### src/rtl/serial_word_collector.sv
// Serial word collector: gathers an LSB-first bit stream into WIDTH-bit words,
// delimited by a start-of-frame marker, and hands each word to a single-entry
// valid/ready output slot. Framing and overrun errors are sticky flags.

module serial_word_collector #(
   parameter int unsigned WIDTH = 8
) (
   input  logic             clk,
   input  logic             reset,
   input  logic             i_bit_valid,
   input  logic             i_bit_in,
   input  logic             i_sof,
   output logic [WIDTH-1:0] o_word_data,
   output logic             o_word_valid,
   input  logic             i_word_ready,
   input  logic             i_err_clr,
   output logic             o_overrun,
   output logic             o_frame_err
);

   localparam int unsigned CW = $clog2(WIDTH);

   localparam logic [0:0] ST_IDLE    = 1'b0;
   localparam logic [0:0] ST_COLLECT = 1'b1;

   localparam logic [CW-1:0] CNT_ONE  = CW'(1);
   localparam logic [CW-1:0] CNT_LAST = CW'(WIDTH - 1);

   logic [0:0]       r_state;
   logic [CW-1:0]    r_count;
   logic [WIDTH-1:0] r_shift;
   logic [WIDTH-1:0] r_word_data;
   logic             r_word_valid;
   logic             r_overrun;
   logic             r_frame_err;

   logic [0:0]       w_state_d;
   logic [CW-1:0]    w_count_d;
   logic [WIDTH-1:0] w_shift_d;
   logic [WIDTH-1:0] w_word;
   logic             w_complete;
   logic             w_frame_evt;
   logic             w_slot_free;
   logic             w_overrun_evt;
   logic [WIDTH-1:0] w_word_data_d;
   logic             w_word_valid_d;

   // Collector FSM next state: bit placement, word completion, framing error.
   always_comb begin
      w_state_d   = r_state;
      w_count_d   = r_count;
      w_shift_d   = r_shift;
      w_word      = r_shift;
      w_complete  = 1'b0;
      w_frame_evt = 1'b0;
      if (i_bit_valid) begin
         if (i_sof) begin
            // A new word always restarts at bit 0; an unfinished one is a framing error.
            w_frame_evt = (r_state == ST_COLLECT);
            w_shift_d   = {{(WIDTH-1){1'b0}}, i_bit_in};
            w_count_d   = CNT_ONE;
            w_state_d   = ST_COLLECT;
         end else if (r_state == ST_COLLECT) begin
            w_word[r_count] = i_bit_in;
            w_shift_d       = w_word;
            if (r_count == CNT_LAST) begin
               w_complete = 1'b1;
               w_count_d  = '0;
               w_state_d  = ST_IDLE;
            end else begin
               w_count_d = r_count + CNT_ONE;
            end
         end
      end
   end

   // Output slot next state: load on completion if free, else flag overrun.
   always_comb begin
      w_slot_free    = !r_word_valid || i_word_ready;
      w_word_data_d  = r_word_data;
      w_word_valid_d = r_word_valid && !i_word_ready;
      w_overrun_evt  = 1'b0;
      if (w_complete) begin
         if (w_slot_free) begin
            w_word_data_d  = w_word;
            w_word_valid_d = 1'b1;
         end else begin
            w_word_valid_d = 1'b1;
            w_overrun_evt  = 1'b1;
         end
      end
   end

   // State registers; error flags give set priority over clear.
   always_ff @(posedge clk) begin
      if (reset) begin
         r_state      <= ST_IDLE;
         r_count      <= '0;
         r_shift      <= '0;
         r_word_data  <= '0;
         r_word_valid <= 1'b0;
         r_overrun    <= 1'b0;
         r_frame_err  <= 1'b0;
      end else begin
         r_state      <= w_state_d;
         r_count      <= w_count_d;
         r_shift      <= w_shift_d;
         r_word_data  <= w_word_data_d;
         r_word_valid <= w_word_valid_d;
         r_overrun    <= w_overrun_evt || (r_overrun && !i_err_clr);
         r_frame_err  <= w_frame_evt || (r_frame_err && !i_err_clr);
      end
   end

   assign o_word_data  = r_word_data;
   assign o_word_valid = r_word_valid;
   assign o_overrun    = r_overrun;
   assign o_frame_err  = r_frame_err;

endmodule

### config.mk
export PLATFORM = sky130hd
export DESIGN_NAME = serial_word_collector
export DESIGN_NICKNAME = d
export VERILOG_FILES = /design/src/rtl/serial_word_collector.sv
export SDC_FILE = /design/constraint.sdc
export NUM_CORES = 1
export LEC_CHECK = 0
export ABC_CLOCK_PERIOD_IN_PS = 1500
export BUFFER_PORTS_ARGS = -buffer_cell sky130_fd_sc_hd__buf_2
export CAP_MARGIN = 20
export CELL_PAD_IN_SITES_DETAIL_PLACEMENT = 0
export CELL_PAD_IN_SITES_GLOBAL_PLACEMENT = 1
export CORE_MARGIN = 1
export CORE_UTILIZATION = 40
export CTS_CLUSTER_SIZE = 28
export DETAILED_ROUTE_END_ITERATION = 8
export GPL_TIMING_DRIVEN = 0
export MAX_ROUTING_LAYER = met4
export PLACE_DENSITY_LB_ADDON = 0.1
export REMOVE_ABC_BUFFERS = 1
export SLEW_MARGIN = 5
export SYNTH_ARGS = -nofsm -noshare
export SYNTH_HDL_FRONTEND = slang
export SYNTH_SLANG_ARGS = --single-unit
### constraint.sdc
create_clock -name clk -period 1.5 [get_ports clk]
set_input_delay 0.3 -clock clk [delete_from_list [all_inputs] [get_ports clk]]
set_output_delay 0.3 -clock clk [all_outputs]
set_load 0.05 [all_outputs]
# After elaboration in Yosys (flattened, before gate mapping)
# Index checks and enable logic that the tools add are counted.
[word_totals]
elab_cells = 46
register_bits = 23
in_bits = 7
output_inout_bits = 11
[classes]
muxes = 22
eq_ne = 1
n_reduce_logical = 13
addsub = 1
magnitude_cmp = 2
[op_table]
columns = ["operator", "n"]
rows = [
  ["$mux W8", 4],
  ["$mux W1", 13],
  ["$mux W3", 3],
  ["$bwmux W8", 1],
  ["$logic_and A1 B1 Y1", 4],
  ["$lt A3 B4 Y1 const B", 1],
  ["$reduce_and A2 Y1", 2],
  ["$add A3 B1 Y3 const B", 1],
  ["$demux W1 S3", 1],
  ["$eq A3 B3 Y1 const B", 1],
  ["$ge A3 B1 Y1 const B", 1],
  ["$logic_not A1 Y1", 3],
  ["$logic_or A1 B1 Y1", 3],
  ["$reduce_bool A2 Y1", 1],
]

# Depth between registers and ports, before layout
[logic_depth]
ltp_word = 8
mapped_depth = 5
ltp_nobuf = 5

# Worst setup path before layout
# Ideal clock, no wire load.
[synth_path]
kind = "register -> register"
from = "register r_word_valid, in the netlist o_word_valid"
to = "register r_word_data[4], in the netlist o_word_data[4]"
t_required_ns = 1.408
arrival_ns = 1.143
setup_ns = 0.092
period_less_slack_ns = 1.235
stages_incl_launch_ff = 4
setup_slack_ns = 0.265
cell_sequence = "dfxtp_1 nor2b_1 nor2_2 o32ai_1"
[synth_between]
elab_chain_len = 3
[synth_rtl]
columns = ["element", "line", "source"]
rows = [
  ["start, declared", "33", "logic r_word_valid;"],
  ["start signal, assigned", "109", "r_word_valid <= w_word_valid_d;"],
  ["$logic_not A1 Y1", "79", "w_slot_free = !r_word_valid || i_word_ready;"],
  ["$logic_or A1 B1 Y1", "79", ""],
  ["$reduce_and A2 Y1 (no source line)", "-", ""],
  ["end signal, assigned", "108", "r_word_data <= w_word_data_d;"],
  ["end, declared", "32", "logic [WIDTH-1:0] r_word_data;"],
]
# No other way between the ends.
# A chain may end at the register's enable or synchronous reset.

# Final worst setup path
[layout_path]
from = "register r_count[1]"
to = "register r_word_data[1], in the netlist o_word_data[1]"
[layout_between]
elab_chain_len = 8
[layout_rtl]
columns = ["element", "line", "source"]
rows = [
  ["start, declared", "30", "logic [CW-1:0] r_count;"],
  ["start signal, assigned", "106", "r_count <= w_count_d;"],
  ["$lt A3 B4 Y1 (not written as such) / $ge A3 B1 Y1 (equally long branches)", "64", "w_word[r_count] = i_bit_in;"],
  ["$logic_and A1 B1 Y1 (not written as such)", "64", ""],
  ["$mux W1 (not written as such)", "64", ""],
  ["$demux W1 S3", "64", ""],
  ["$bwmux W8", "64", ""],
  ["$mux W8", "-", ""],
  ["$mux W8", "57", "if (i_sof) begin"],
  ["$mux W8", "56", "if (i_bit_valid) begin"],
]
# Parallel ways exist; a longest one is shown, timed or not.

==> key figures <==
Status
  • Status: finished, final reports clean

Place
  • GP Congestion: 0.694
  • I/O Buffers: 17
  • Placed Cells: approximately 160
  • Dpl hpwl: approximately 1500 um

Layout
  • Diode count: 0
  • Filler instances: 271
  • Area growth syn-to-layout: 10.7%
  • Commonest non-fill, non-tap cell in the layout: dfxtp_1
  • Final Net Count: 140
  • Multi-input logic area: roughly 590 um^2
  • Fraction of layout cells with a size suffix above 1: 24.6%
  • Register Area: around 470 um^2
  • Post-route insts no fill: between 150 and 200
  • Most frequent cells in the layout: dfxtp_1, buf_2, inv_1, mux2i_1, o32ai_1

Hold path
  • Hold path start: i_err_clr
  • Worst Hold End: o_frame_err
  • Hold depth: 4
  • HP Class: in2reg

Power and ir drop
  • Maximum vdd drop: 433 uV
  • Tot Pwr: 1.00 mW
  • Leakage Power: just under 0.5 nW
  • Comb pwr share: 8.2%
  • Psw: ~250 uW
  • Power density over cell area: ~800 nW/um^2
  • Seq pwr share: 62.8%
  • Clk pwr share: 29.0%
  • Net Sw Frac: 25.4%
  • P_int: 749 uW

Global route
  • First-pass GRT wire length: between 3000 and 4000 um
  • Largest net degree at the start of global routing: 24
  • Gr usage total: 15.1%
  • Initial antenna violation count: 0
  • Grt ovf: 0
  • Vias in the first global route: a little under 800

STA
  • RSZ-0062 raised after global routing: false
  • Final Skew: ~0.0077 ns
  • Max Clock Freq: 0.719 GHz
  • Period utilization: 92.8%
  • Worst slew pin tran: 0.448 ns
  • Relative max-transition margin: 70.1%
  • Finish-stage setup viols: 0
  • Slew Viols, Final: 0
  • Minimum clock period: around 1.4 ns
  • Hold Fails Final Rpt: 0

Setup path
  • Reg2reg path depth: 5
  • CP Max Fanout: 10
  • CP Launch Type: flop
  • Worst R2R End: o_word_data[1]
  • Setup CP Type: reg2reg
  • CP arrival: 1.62 ns
  • Worst R2R Start: r_count[1]
  • Worst EP required: 1.73 ns
  • R2R setup slack: roughly 0.11 ns
  • Crit end category: flop

Clock network
  • H-Tree Depth: 1
  • TritonCTS buffer count: 3
  • Clock Tree Root: clkbuf_4
  • # hold bufs at CTS: 0
  • Post-CTS Setup Bufs: 0
  • Clock sinks: 23
  • CTS tree: yes
  • Clock Path Buffers: 2
  • Worst-Skew Late Latency: 0.31 ns
  • Reg clk slew, reported paths: 0.13 ns

Yosys
  • Post-synth EDFFs: 0
  • Mapped Cells: 118
  • Synth Flop Type: dfxtp_1
  • Synth Register Bits: 23
  • Distinct cells, synth: 30
  • FFs w/ async S/R, synth: 0%
  • Syn Area/Cell: approximately 9.6 um^2
  • Post-synthesis sequential area ratio: 40.5%
  • Yosys warning count: 0
  • Mapped Area: approximately 1100 um^2

Route
  • DRC: 0
  • DRT iter0 DRCs: 25
  • Wire per inst: 13.3 um
  • Via density: 5.59
  • Routed WL: 2130 um
  • Pre-Repair DR Iteration Count: 4
  • Routed Antenna Nets: 0
  • Total number of vias: 895

Floorplanning
  • Die height: 55.3 um
  • Num rows: 18
  • Die width: 55.3 um
  • # IOs: 18
  • Initial core utilization: between 40% and 50%
  • CORE AREA: 2590 um^2
  • Die area: 3060 um^2

Job
  • Max Cap Viol: 0
[cells by family after synthesis]
group | after synthesis | synth area share [%]
compound gates | 32 | 20.0
mux | 9 | 7.93
fa+ha+maj | 2 | 2.20
buf+inv | 22 | 8.48
simple gates | 30 | 20.8
flops | 23 | 40.5
[synth_stat cells (2+ instances only)]
library cell,count,area (um^2)
nand2_1,3,11.3
ha_1,2,25.0
o32ai_1,8,70.1
o21ai_1,3,15.0
clkbuf_1,3,11.3
buf_2,5,25.0
nand2b_1,3,18.8
nor2_1,6,22.5
o22ai_1,7,43.8
a22oi_1,4,30.0
dfxtp_1,23,460
and4bb_1,3,37.5
inv_1,13,48.8
mux2i_1,9,90.1
nand4b_1,4,35.0
a21oi_1,6,30.0
a32o_1,3,30.0
[state kept, by name (all words and copies together), names as in the netlist]
name,flops
o_overrun,1
o_frame_err,1
o_word_valid,1
o_word_data,8
r_state,1
r_count,3
r_shift,8
[per-stage QoR]
step	utilization, %	hold slack, ns	TNS [ns]	setup WS, ns	cell area (um^2)
floorplan	-	0.369	0	0.0989	1090
global placement	46.8	0.440	-1.13	-0.143	1210
detailed placement	46.8	0.441	-1.23	-0.156	1210
CTS	48.1	0.296	0	0.00793	1250
global route	48.6	0.324	0	0.00952	1260
finish	48.6	0.300	0	0.109	1260
[cell type report]
cell class	instances	area share (%)
multi-input combinational	73	46.8
sequential	23	37.4
timing repair buffer	17	6.77
inverter	13	3.88
tap	30	2.99
clock buffer	3	1.79
clock inverter	1	0.398
[power by group through the flow]
| stage | combinational [mW] | clock [mW] | sequential, mW |
|---|---|---|---|
| 4_1_cts | 0.0838 | 0.304 | 0.632 |
| 2_1_floorplan | 0.0437 | 0 | 0.643 |
| 3_3_place_gp | 0.0822 | 0 | 0.644 |
| 3_5_place_dp | 0.0835 | 0 | 0.645 |
| 6_report | 0.0826 | 0.291 | 0.630 |
| 5_1_grt | 0.0918 | 0.321 | 0.632 |
[timing repair]
action | in CTS | in global routing
pin swaps | 0 | 1
setup endpoints to repair | 8 | 8
endpoints found under the hold margin | 0 | 0
gates resized for setup | 3 | 6
[worst max path at each step]
stage                     from        endpoint  slack [ns]  cells past startpoint
floorplan           r_count[0]  o_word_data[6]         0.1                      5
detailed placement  r_count[0]  o_word_data[2]       -0.16                      5
finish              r_count[1]  o_word_data[1]        0.11                      5
global route        r_count[0]  o_word_data[2]        0.01                      5
CTS                 r_count[0]  o_word_data[1]       0.008                      5
global placement    r_count[0]  o_word_data[3]       -0.14                      5
[routing by layer]
| metal | vias up | part of all wire (%) | global-route usage, % |
|---|---|---|---|
| met5 | - | 0 | - |
| met4 | 0 | 1.5 | 6.43 |
| met3 | 4 | 2.0 | 2.81 |
| met2 | 10 | 45 | 21.3 |
| met1 | 415 | 51 | 21.2 |
| li1 | 466 | - | - |
[worst max-delay path, cell delays in order (launching register included)]
cell and delay [ns]:
dfxtp_4 0.42, ha_1 0.16, ha_2 0.20, and4b_2 0.27, nand3_4 0.12, o32ai_1 0.14
Power figures use the tool's default switching activity.
